$ cat src/rtl/sine_sample_gen.sv
// -----------------------------------------------------------------------------
// sine_sample_gen
//
// Three-stage sine sample pipeline fed by the quarter-wave phase controller.
// The quarter-period address is folded using the mirror flag, looked up in a
// 64-entry quarter-sine table, then scaled by a gain and signed. The result is
// one signed sample per accepted address.
//
// Ports:
//   clk        in   rising-edge clock
//   reset      in   synchronous active-low reset (overrides en)
//   en         in   pipeline advance; low freezes every register
//   in_valid   in   adr/phasepose/signbit/gain are meaningful this cycle
//   adr        in   quarter-period address [ADR_W]
//   phasepose  in   1 = descending quarter (address is mirrored)
//   signbit    in   1 = negative half-period
//   gain       in   unsigned amplitude scale [GAIN_W]
//   sample     out  signed two's-complement sample [DATA_W]
//   out_valid  out  sample carries a valid (non-bubble) result
//   zero_cross out  sign of this valid sample differs from the previous one
//
// The quarter-sine table holds round(127 * sin((2i+1)*pi/256)) for i = 0..63,
// i.e. the values for the default ADR_W = 6 and DATA_W = 8.
// -----------------------------------------------------------------------------
module sine_sample_gen #(
    parameter int ADR_W  = 6,
    parameter int DATA_W = 8,
    parameter int GAIN_W = 8
) (
    input  logic                     clk,
    input  logic                     reset,
    input  logic                     en,
    input  logic                     in_valid,
    input  logic [ADR_W-1:0]         adr,
    input  logic                     phasepose,
    input  logic                     signbit,
    input  logic [GAIN_W-1:0]        gain,
    output logic signed [DATA_W-1:0] sample,
    output logic                     out_valid,
    output logic                     zero_cross
);

    localparam int MAG_W  = DATA_W - 1;       // unsigned magnitude width
    localparam int PROD_W = MAG_W + GAIN_W;   // full-width product

    // Quarter-sine table, half-step offset so mirrored quarters are symmetric.
    // NOTE: a constant ROM needs no reset; only the pipeline state is cleared.
    localparam logic [MAG_W-1:0] QTAB [2**ADR_W] = '{
        7'd2,   7'd5,   7'd8,   7'd11,  7'd14,  7'd17,  7'd20,  7'd23,
        7'd26,  7'd29,  7'd32,  7'd35,  7'd38,  7'd41,  7'd44,  7'd47,
        7'd50,  7'd53,  7'd56,  7'd58,  7'd61,  7'd64,  7'd67,  7'd69,
        7'd72,  7'd74,  7'd77,  7'd79,  7'd82,  7'd84,  7'd86,  7'd89,
        7'd91,  7'd93,  7'd95,  7'd97,  7'd99,  7'd101, 7'd103, 7'd105,
        7'd106, 7'd108, 7'd110, 7'd111, 7'd113, 7'd114, 7'd115, 7'd117,
        7'd118, 7'd119, 7'd120, 7'd121, 7'd122, 7'd123, 7'd124, 7'd124,
        7'd125, 7'd125, 7'd126, 7'd126, 7'd127, 7'd127, 7'd127, 7'd127
    };

    // Stage 1: folded address and side-band
    logic [ADR_W-1:0]  s1_fadr;
    logic              s1_sign;
    logic [GAIN_W-1:0] s1_gain;
    logic              s1_valid;

    // Stage 2: table magnitude and side-band
    logic [MAG_W-1:0]  s2_q;
    logic              s2_sign;
    logic [GAIN_W-1:0] s2_gain;
    logic              s2_valid;

    // Stage 3 bookkeeping: sign of the last valid sample
    logic              prev_neg;

    // Stage 3 combinational datapath
    logic [PROD_W-1:0]        prod;
    logic [MAG_W-1:0]         mag;
    logic signed [DATA_W-1:0] smp_next;
    logic                     neg_next;

    // NOTE: every always_comb output gets a default first so no latch can form.
    always_comb begin
        prod     = '0;
        mag      = '0;
        smp_next = '0;
        neg_next = 1'b0;

        prod = {{GAIN_W{1'b0}}, s2_q} * {{MAG_W{1'b0}}, s2_gain};
        // Full-scale gain passes the table value through untouched, so the
        // peak reaches AMP_MAX rather than AMP_MAX*255/256.
        mag  = (&s2_gain) ? s2_q : prod[PROD_W-1:GAIN_W];

        smp_next = s2_sign ? -$signed({1'b0, mag}) : $signed({1'b0, mag});
        // A zero-valued sample counts as positive even on the negative half.
        neg_next = s2_sign && (mag != '0);
    end

    // NOTE: sequential state uses non-blocking assignments so every stage
    // samples the previous stage's value from before the edge.
    always_ff @(posedge clk) begin
        if (!reset) begin
            s1_fadr    <= '0;
            s1_sign    <= 1'b0;
            s1_gain    <= '0;
            s1_valid   <= 1'b0;
            s2_q       <= '0;
            s2_sign    <= 1'b0;
            s2_gain    <= '0;
            s2_valid   <= 1'b0;
            sample     <= '0;
            out_valid  <= 1'b0;
            zero_cross <= 1'b0;
            prev_neg   <= 1'b0;
        end else if (en) begin
            // Stage 1: mirror the address in descending quarters
            s1_fadr  <= phasepose ? ~adr : adr;
            s1_sign  <= signbit;
            s1_gain  <= gain;
            s1_valid <= in_valid;

            // Stage 2: table read
            s2_q     <= QTAB[s1_fadr];
            s2_sign  <= s1_sign;
            s2_gain  <= s1_gain;
            s2_valid <= s1_valid;

            // Stage 3: scale, sign, zero-cross tracking. Bubbles still update
            // sample but never touch the stored sign or raise zero_cross.
            sample     <= smp_next;
            out_valid  <= s2_valid;
            zero_cross <= s2_valid && (neg_next != prev_neg);
            if (s2_valid) begin
                prev_neg <= neg_next;
            end
        end
    end

endmodule
$ cat config.mk
export PLATFORM = sky130hd
export DESIGN_NAME = sine_sample_gen
export DESIGN_NICKNAME = d
export VERILOG_FILES = /design/src/rtl/sine_sample_gen.sv
export SDC_FILE = /design/constraint.sdc
export NUM_CORES = 1
export LEC_CHECK = 0
export ABC_AREA = 1
export BUFFER_PORTS_ARGS = -buffer_cell sky130_fd_sc_hd__buf_2
export CAP_MARGIN = 40
export CORE_ASPECT_RATIO = 2
export CORE_MARGIN = 2
export CORE_UTILIZATION = 46
export CTS_CLUSTER_SIZE = 24
export DETAILED_ROUTE_END_ITERATION = 16
export GPL_TIMING_DRIVEN = 0
export HOLD_SLACK_MARGIN = 0.06
export REMOVE_ABC_BUFFERS = 1
export SETUP_SLACK_MARGIN = 0.15
export SLEW_MARGIN = 20
export SYNTH_ARGS = -nofsm -noshare
export SYNTH_HDL_FRONTEND = slang
export SYNTH_SLANG_ARGS = --single-unit
$ cat constraint.sdc
create_clock -name clk -period 10.2 [get_ports clk]
set_input_delay 2.04 -clock clk [delete_from_list [all_inputs] [get_ports clk]]
set_output_delay 2.04 -clock clk [all_outputs]
set_load 0.01 [all_outputs]
=== Yosys cells after proc, flatten, opt, wreduce, memory -nomap -nowiden ===
Memory sizes are Yosys's and may differ from the RTL's. A register that Yosys moved wholly into a read port is not among the register bits.
Index checks and enable logic that the tools add are counted.

* Logic and storage cells: 26
* Bits in read-only memories: 448
* Memories kept: 1
* Input bits: 20
* Register bits after elaboration: 37

{| class="wikitable"
|+ Memory list
! name !! depth !! width !! read ports !! clocked after Yosys merged registers in !! write ports !! line !! text
|-
| (name not given) || 64 || 7 || 1 || 1 || 0 || 121 || <nowiki>s2_q <= QTAB[s1_fadr];</nowiki>
|}

* Bitwise logic cells: 2
* Multiplexer cells: 3
* Equal/unequal tests: 1
* Add/sub/neg operators: 1
* Reduce and logical (&&, ||, !) cells: 6
* Multiply operators: 1

{| class="wikitable"
|+ Operators by type and width
! operator !! number
|-
| 7-bit by 8-bit multiplier with 15-bit output || 1
|-
| 8-bit two-way mux || 1
|-
| 7-bit negation with 8-bit output || 1
|-
| 8-bit AND reduction || 1
|-
| 7-bit two-way mux || 1
|-
| 6-bit inverter with 7-bit output || 1
|-
| 7-bit nonzero test || 1
|-
| 6-bit two-way mux || 1
|-
| 6-bit inverter || 1
|-
| 1-bit logical AND || 2
|-
| 2-bit AND reduction || 1
|-
| 1-bit logical NOT || 1
|-
| 1-bit inequality test || 1
|}

=== Longest topological paths before layout ===
Gate-level depths: netlist of the first run.

* Depth in word-level cells: 6
* Gate-level depth with buffers: 29

=== Worst setup path after synthesis of the first run ===
OpenSTA, ideal clock, no wires.

* Kind: reg2reg
* From: register s2_q[6]
* To: register zero_cross
* Period minus slack after synthesis: 4.629 ns
* Path slack: 5.571 ns
* Cell stages (with the launch flop): 28
* Arrival time: 4.561 ns
* Path buffers: 1
* Data required time: 10.133 ns
* Library setup time: 0.067 ns
* Path through: dfxtp_1 > clkbuf_1 > nand2_1 > fa_1 > fa_1 > inv_1 > fa_1 > inv_1 > fa_1 > inv_1 > ha_1 > nand2_1 > inv_1 > nand2_1 > nand2_1 > inv_1 > nand2_1 > or2_1 > nand3_1 > nand2_1 > inv_1 > ha_1 > nand4_1 > nand2_2 > nand2_1 > nand2_1 > nand3_2 > a21oi_2

* Longest elaborated chain between the ends: 6

{| class="wikitable"
|+ RTL lines
! item !! line !! text
|-
| from (decl) || 66 || <nowiki>logic [MAG_W-1:0] s2_q;</nowiki>
|-
| 7-bit by 8-bit multiplier with 15-bit output || 87 || <nowiki>prod = {{GAIN_W{1'b0}}, s2_q} * {{MAG_W{1'b0}}, s2_gain};</nowiki>
|-
| 7-bit two-way mux * || 90 || <nowiki>mag = (&s2_gain) ? s2_q : prod[PROD_W-1:GAIN_W];</nowiki>
|-
| 7-bit nonzero test * || 94 || <nowiki>neg_next = s2_sign && (mag != '0);</nowiki>
|-
| 1-bit logical AND * || 94 ||
|-
| 1-bit inequality test * || 130 || <nowiki>zero_cross <= s2_valid && (neg_next != prev_neg);</nowiki>
|-
| 1-bit logical AND * || 130 ||
|-
| to (signal assigned) || 130 ||
|-
| to (decl) || 40 || <nowiki>output logic zero_cross</nowiki>
|}

Every way passes the cells marked *; elsewhere a longest branch is shown, timed or not.
A chain may end at the register's enable or synchronous reset.

=== Worst setup path in the final report of the first run ===
* From: register s2_q[5]
* To: register zero_cross

Same word-level chain as after synthesis.

==> results.md, run 1 <==
- Status: complete, no violations
- Setup ws final: between 5 and 6 ns
- Drt total wl: 10.1 mm
- Hold Vio Cnt, Final: 0
- TritonCTS clock tree: yes
- Family with the most delay on the worst path: adder cells
- Buffers on Ports: 29
- Die height: approximately 140 µm
- Peak supply drop: roughly 0.00016 V
- Flops & latches, synth: between 40 and 50
- Post-CTS Setup Bufs: 0
- CTS Root Buffer Type: clkbuf_16
- Leading area contributor after synthesis: dfxtp_1
- Ys flop type: dfxtp_1
- Via count: between 3000 and 4000
- Rows: 50
- Worst path required time: ~10 ns
- Final Wtd Congestion: 0.935
- Worst path depth: 26
- Gate Count Post-Synth: 640
- PD cells: 116 mW/mm²
- First-pass GRT wire length: 17.3 mm
- Unrepaired setup endpoints after global routing: no
- I/O pin cnt: 30
- Clock Path Buffers: 2
- Critical Path Most Common Cell: nand2_1
- Leak: roughly 0.0027 µW
- DRC Markers: 0
- Post-route setup TNS: 0 ns
- Final worst path period share: 50.0%
- Starting DRT DRC Count: roughly 180
- Final net count: 730
- Number of enable flip-flop cells after synthesis: 0
- Share of cells above drive strength 1: between 10% and 20%
- Slowest CP cell: dfxtp_1
- Initial antenna violation count: 0
- Worst slack, placed: slightly above 5 ns
- Cts repair resizes: 0
- Synth top area cells: dfxtp_1 (20%), fa_1 (13%), nand2_1 (13%), ha_1 (11%), inv_1 (10%)
- Initial core utilization: between 40% and 50%
- CP max stage delay: about 0.6 ns
- WS Path Type: flop to flop
- Remaining global-route overflow: 0
- Post-layout util: roughly 50%
- Hold-fix buffers at CTS: 0
- Wire length per cell: 13.5 µm
- Final setup fails: 0
- Worst R2R Path Depth: 26
- Vias/cell: around 5.1
- Chip Width: around 72 µm
- Slew Viols, Final: 0
- Ys Warns: 0
- CP Data Arrival Time: around 5.3 ns
- Vias in the first global route: 3884
- Critical path endpoint category: flop
- Num CTS Buffers: 5
- Drt pass-1 iters: 4
- Share of the yosys chip area belonging to registers: 20.4%
- Full die area: 0.0102 mm²
- CP bufs+invs: 6
- Hold Path Class: flop to flop
- Area grow syn2layout: 7.40%
- Aggregate global-route resource usage: 21.4%
- Hold path depth: 2
- Worst slew pin tran: 0.691 ns
- Largest net degree at the start of global routing: between 40 and 50
- Core Area: slightly above 0.009 mm²
- Mapped Area: approximately 0.0043 mm²
- Clk Latency, worst-skew pair: about 0.28 ns
- Max Freq: between 150 and 200 MHz
- Post-DP HPWL: slightly above 8 mm
- CTS clock-pin slew for the worst setup and hold paths: around 0.06 ns
- Max Cap Viol: 0
- Diode count: 0
- ANT nets after route: 0
- H-tree depth: 2
- Crit-path max FO: 10
- Clock sink count: 44
- Syn_area_per_cell: 6.73 µm²
- Post-synth top area share: about a fifth
- Max_slew headroom: a little over half
- Setup crit start kind: flop
- Cell variety after synth: 40
- Commonest cells post-synth: nand2_1 (149), inv_1 (117), nor2_1 (61), o21ai_0 (46), dfxtp_1 (44)
- Async set-or-reset flop fraction in the synthesized netlist: 0%
- Cell with the most instances after synthesis: nand2_1
- Minimum clock period: 5.10 ns
- Clock skew: between 0.003 and 0.004 ns
worst paths after layout:
| path | startpoint | endpoint | slack, ns |
|---|---|---|---|
| setup / recovery | s2_q[5]$_SDFFE_PN0P_ | zero_cross$_SDFFE_PN0P_ | 5.10 |
| setup reg to reg | s2_q[5]$_SDFFE_PN0P_ | zero_cross$_SDFFE_PN0P_ | 5.10 |
| hold reg to reg | out_valid$_SDFFE_PN0P_ | out_valid$_SDFFE_PN0P_ | 0.46 |
| hold / removal | out_valid$_SDFFE_PN0P_ | out_valid$_SDFFE_PN0P_ | 0.46 |
cells by family (layout without fill, tap and decap cells):
group | count (synthesis) | in the layout | synth area share [%]
AO/OA/AOI/OAI | 108 | 108 | 13.9
adder cells (fa/ha/maj) | 67 | 67 | 24.3
AND/OR/NAND/NOR | 256 | 256 | 25.3
flip-flops | 44 | 44 | 20.4
XOR/XNOR | 11 | 11 | 2.24
buffers and inverters | 154 | 157 | 13.8
power breakdown:
part	internal (µW)	switching [µW]	leakage, µW	total (µW)
Sequential	185	23.0	0.000364	208
Clock	139	64.3	0.0000899	203
Combinational	48.0	75.8	0.00228	124
Total	372	163	0.00274	535
worst register-to-register path, stage by stage, from the launching register on:
cell,delay (ns)
dfxtp_1,0.59
nand2_1,0.14
fa_1,0.51
fa_1,0.55
inv_1,0.06
fa_1,0.54
inv_1,0.06
fa_1,0.52
inv_1,0.05
ha_1,0.32
nand2_1,0.16
inv_1,0.06
nand2_1,0.06
nand2_1,0.06
inv_1,0.07
nand2_1,0.08
or2_1,0.21
nand3_1,0.09
nand2_1,0.09
inv_1,0.09
ha_1,0.17
nand4_1,0.11
nand2_2,0.12
nand2_1,0.08
nand2_1,0.08
nand3_2,0.06
a21oi_2,0.11
cells in the final DEF (no fill, tap or decap), drive strengths merged, types with 3 or more instances in the layout:
cell / instances
fa: 28
or2: 3
o21ai: 51
and2: 3
dfxtp: 44
nor2: 65
a21oi: 35
xor2: 9
ha: 39
a31oi: 5
nand3: 19
buf: 29
inv: 120
nand2: 162
o211ai: 9
clkbuf: 5
routing by layer:
| layer | GRT usage (%) | vias to the layer above | share of wire (%) |
|---|---|---|---|
| met2 | 43.0 | 61 | 58 |
| met5 | 0 | - | 0 |
| met3 | 1.72 | 15 | 2.1 |
| li1 | - | 1974 | - |
| met1 | 20.4 | 1780 | 37 |
| met4 | 10.5 | 0 | 2.8 |
sequential cells by signal, indices dropped and copies added, names as in the netlist, 6 cells and up:
register / cells
s1_gain: 8
s2_gain: 8
sample: 8
s2_q: 7
s1_fadr: 6
final cells by class:
| type | instances | area [µm²] |
|---|---|---|
| multi-input cells | 442 | 2830 |
| flip-flops and latches | 44 | 881 |
| repair buffers | 29 | 145 |
| fillers | 980 | 4630 |
| clock buffers | 5 | 125 |
| clock inverters | 2 | 60.1 |
| inverters | 121 | 454 |
| well taps | 104 | 130 |
through the flow:
| step | instance area [µm²] | std cells | total power (µW) | hold WS, ns |
|---|---|---|---|---|
| after global placement | 4440 | 740 | 333 | 0.453 |
| after global routing | 4630 | 747 | 569 | 0.500 |
| after detailed placement | 4440 | 740 | 335 | 0.453 |
| final | 4630 | 747 | 535 | 0.463 |
| after floorplan | 4170 | 607 | 294 | 0.449 |
| after CTS | 4630 | 747 | 542 | 0.468 |
Power figures use the tool's default switching activity.
==> run 2, diff against run 1 <==
Settings changed: PLACE_DENSITY set to 0.66.
Clock period 10.2 ns to 4.5 ns, I/O delays scaled along.
==> run 2 against run 1 <==
Net effect: clock skew rose by 0.0052 ns; largest cell class unchanged; sequential share of layout area fell by 0.58 points; die area did not move.
==> results.md, run 2 (synthesis gave the netlist of run 1 again) <==
- Final net count: 757 (was 730)
- Dpl cell area: 0.00444 mm² (unchanged)
- Vias in the first global route: 4055 (was 3884)
- Clock Path Buffers: 2 (unchanged)
- Worst path required time: 4.72 ns (was 10.42 ns)
- Largest net degree at the start of global routing: 45 (unchanged)
- Status: complete, no violations (unchanged)
- Initial core utilization: 46.6% (unchanged)
- Crit-path max FO: 6 (was 10)
- WS Path Type: flop to flop (unchanged)
- Unrepaired setup endpoints after global routing: yes (was no)
- ANT nets after route: 0 (unchanged)
- H-tree depth: 2 (unchanged)
- CP Cell Sequence: buf_6 > nand2_2 > inv_2 > fa_1 > fa_1 > fa_1 > fa_1 > ha_4 > a21oi_4 > nand2_2 > inv_2 > nand2_2 > or2_1 > nand3_2 > nand2_2 > inv_2 > ha_4 > nand4_1 > nand2_2 > nand2_2 > nand2_2 > nand3_2 > a21oi_2
- Worst path depth: 23 (was 26)
- Final Wtd Congestion: 0.943 (was 0.935)
- Drt total wl: 10.6 mm (was 10.1 mm)
- Crit path launch: s2_q[1]$_SDFFE_PN0P_ (was s2_q[5]$_SDFFE_PN0P_)
- Share of cells above drive strength 1: 22.1% (was 10.1%)
- Commonest cells after routing, fill and taps aside: nand2_1 (132), inv_1 (106), nor2_1 (59) (was nand2_1 (149), inv_1 (116), nor2_1 (61))
- CTS Root Buffer Type: clkbuf_16 (unchanged)
- Setup crit start kind: flop (unchanged)
- Num CTS Buffers: 5 (unchanged)
- PD cells: 238 mW/mm² (was 116 mW/mm²)
- Commonest non-fill, non-tap cell in the layout: nand2_1 (unchanged)
- Worst slew pin tran: 0.675 ns (was 0.691 ns)
- Max Cap Viol: 0 (unchanged)
- Final setup fails: 0 (unchanged)
- Max_slew headroom: 55.0% (was 53.9%)
- Rows: 50 (unchanged)
- Post-DP HPWL: 7.77 mm (was 8.09 mm)
- Clock sink count: 44 (unchanged)
- Peak supply drop: 0.000287 V (was 0.000164 V)
- Worst reg2reg setup slack: 0.008 ns (was 5.10 ns)
- I/O pin cnt: 30 (unchanged)
- Drt pass-1 iters: 4 (unchanged)
- Cells after DPL: 740 (unchanged)
- Worst R2R Path Depth: 23 (was 26)
- Wire length per cell: 13.6 µm (was 13.5 µm)
- Post-layout util: 54.3% (was 50.0%)
- Hold Path Class: flop to flop (unchanged)
- Chip Width: 72.5 µm (unchanged)
- Worst reg2reg startpoint: s2_q[1]$_SDFFE_PN0P_ (was s2_q[5]$_SDFFE_PN0P_)
- DRC Markers: 0 (unchanged)
- Post-route setup TNS: 0 ns (unchanged)
- Family with the most delay on the worst path: adder cells (unchanged)
- Critical Path Most Common Cell: nand2_2 (was nand2_1)
- TritonCTS clock tree: yes (unchanged)
- Hold Vio Cnt, Final: 0 (unchanged)
- Leak: 0.00288 µW (was 0.00274 µW)
- Clock skew: 0.00876 ns (was 0.00358 ns)
- Vias/cell: 5.19 (was 5.13)
- CP max stage delay: 0.60 ns (was 0.59 ns)
- Power Total: 1200 µW (was 535 µW)
- Critical path endpoint category: flop (unchanged)
- Reg2Reg Capture Point: zero_cross$_SDFFE_PN0P_ (unchanged)
- Buffers on Ports: 29 (unchanged)
- Post-Layout Cell Count: 775 (was 747)
- Core Area: 0.00926 mm² (unchanged)
- Slew Viols, Final: 0 (unchanged)
- Clk Latency, worst-skew pair: 0.29 ns (was 0.28 ns)
- Full die area: 0.0102 mm² (unchanged)
- Area grow syn2layout: 16.6% (was 7.40%)
- CP Capture Point: zero_cross$_SDFFE_PN0P_ (unchanged)
- CP bufs+invs: 4 (was 6)
- Die height: 141 µm (unchanged)
- CP Data Arrival Time: 4.71 ns (was 5.32 ns)
- Diode count: 0 (unchanged)
- Fin area: 0.00502 mm² (was 0.00463 mm²)
- Minimum clock period: 4.49 ns (was 5.10 ns)
- Via count: 4025 (was 3830)
- Remaining global-route overflow: 0 (unchanged)
- Aggregate global-route resource usage: 22.0% (was 21.4%)
- CTS clock-pin slew for the worst setup and hold paths: 0.06 ns (about the same)
- Slowest CP cell: fa_1 (was dfxtp_1)
- First-pass GRT wire length: 17.9 mm (was 17.3 mm)
- Final worst path period share: 99.8% (was 50.0%)
- Initial antenna violation count: 0 (unchanged)
- Max Freq: 223 MHz (was 196 MHz)
- Largest regs: s1_gain (8), s2_gain (8), sample (8) (unchanged)
- Starting DRT DRC Count: 204 (was 183)
==> run 2: cell count changes in the layout (fill, tap and decap cells not counted), sizes merged <==
cell    change
bufinv      -2
clkinv      +3
buf        +27
==> run 2: through the flow <==
step                hold slack [ns]  worst slack [ns]
floorplan                     0.449           -0.0143
global placement              0.453            -0.485
detailed placement            0.461            -0.537
CTS                           0.469          0.000425
global route                  0.497            -0.193
finish                        0.461           0.00835
==> run 2: how the worst min path moves through the flow <==
stage,end,startpoint,cells past startpoint,slack [ns]
after floorplan,s2_gain[1]$_SDFFE_PN0P_,s1_gain[1]$_SDFFE_PN0P_,2,0.45
after CTS,out_valid$_SDFFE_PN0P_,out_valid$_SDFFE_PN0P_,2,0.47
after detailed placement,out_valid$_SDFFE_PN0P_,out_valid$_SDFFE_PN0P_,2,0.46
final,out_valid$_SDFFE_PN0P_,out_valid$_SDFFE_PN0P_,2,0.46
after global placement,out_valid$_SDFFE_PN0P_,out_valid$_SDFFE_PN0P_,2,0.45
after global routing,out_valid$_SDFFE_PN0P_,out_valid$_SDFFE_PN0P_,2,0.50
==> run 2: cell type report <==
| class | instances | area (µm²) |
|---|---|---|
| fillers | 891 | 4230 |
| multi-input cells | 442 | 3010 |
| flip-flops and latches | 44 | 927 |
| inverters | 121 | 454 |
| repair buffers | 56 | 359 |
| well taps | 104 | 130 |
| clock buffers | 5 | 125 |
| clock inverters | 3 | 18.8 |
==> run 2: routing by layer <==
layer  global-route usage (%)  vias up  wire length (µm)
li1                         -     2036                 -
met1                     21.3     1877              3810
met2                     43.2       81              6020
met3                     1.64       31               213
met4                     12.4        0               501
met5                        0        -                 0
==> run 2: worst register-to-register path, cell delays in order (launching register included) <==
cell and delay, ns:
dfxtp_4 0.36, buf_6 0.12, nand2_2 0.06, inv_2 0.04, fa_1 0.52, fa_1 0.45, fa_1 0.55, fa_1 0.60
ha_4 0.24, a21oi_4 0.16, nand2_2 0.09, inv_2 0.05, nand2_2 0.05, or2_1 0.21, nand3_2 0.07, nand2_2 0.07
inv_2 0.08, ha_4 0.14, nand4_1 0.09, nand2_2 0.14, nand2_2 0.09, nand2_2 0.07, nand3_2 0.06, a21oi_2 0.11
==> run 2: timing repair <==
| item | 4_1_cts | 5_1_grt |
|---|---|---|
| setup buffers | 21 | 6 |
| gates cloned | 0 | 0 |
| setup endpoints to repair | 10 | 9 |
| gates resized for setup | 41 | 35 |
| endpoints found under the hold margin | 0 | 0 |
| hold buffers | 0 | 0 |
| pin swaps | 15 | 16 |
==> run 2: report_power, final <==
part	internal [µW]	leakage [µW]	switching, µW	total [µW]
clock	205	0.0000736	158	363
combinational	161	0.00243	215	376
sequential	418	0.000372	40.0	458
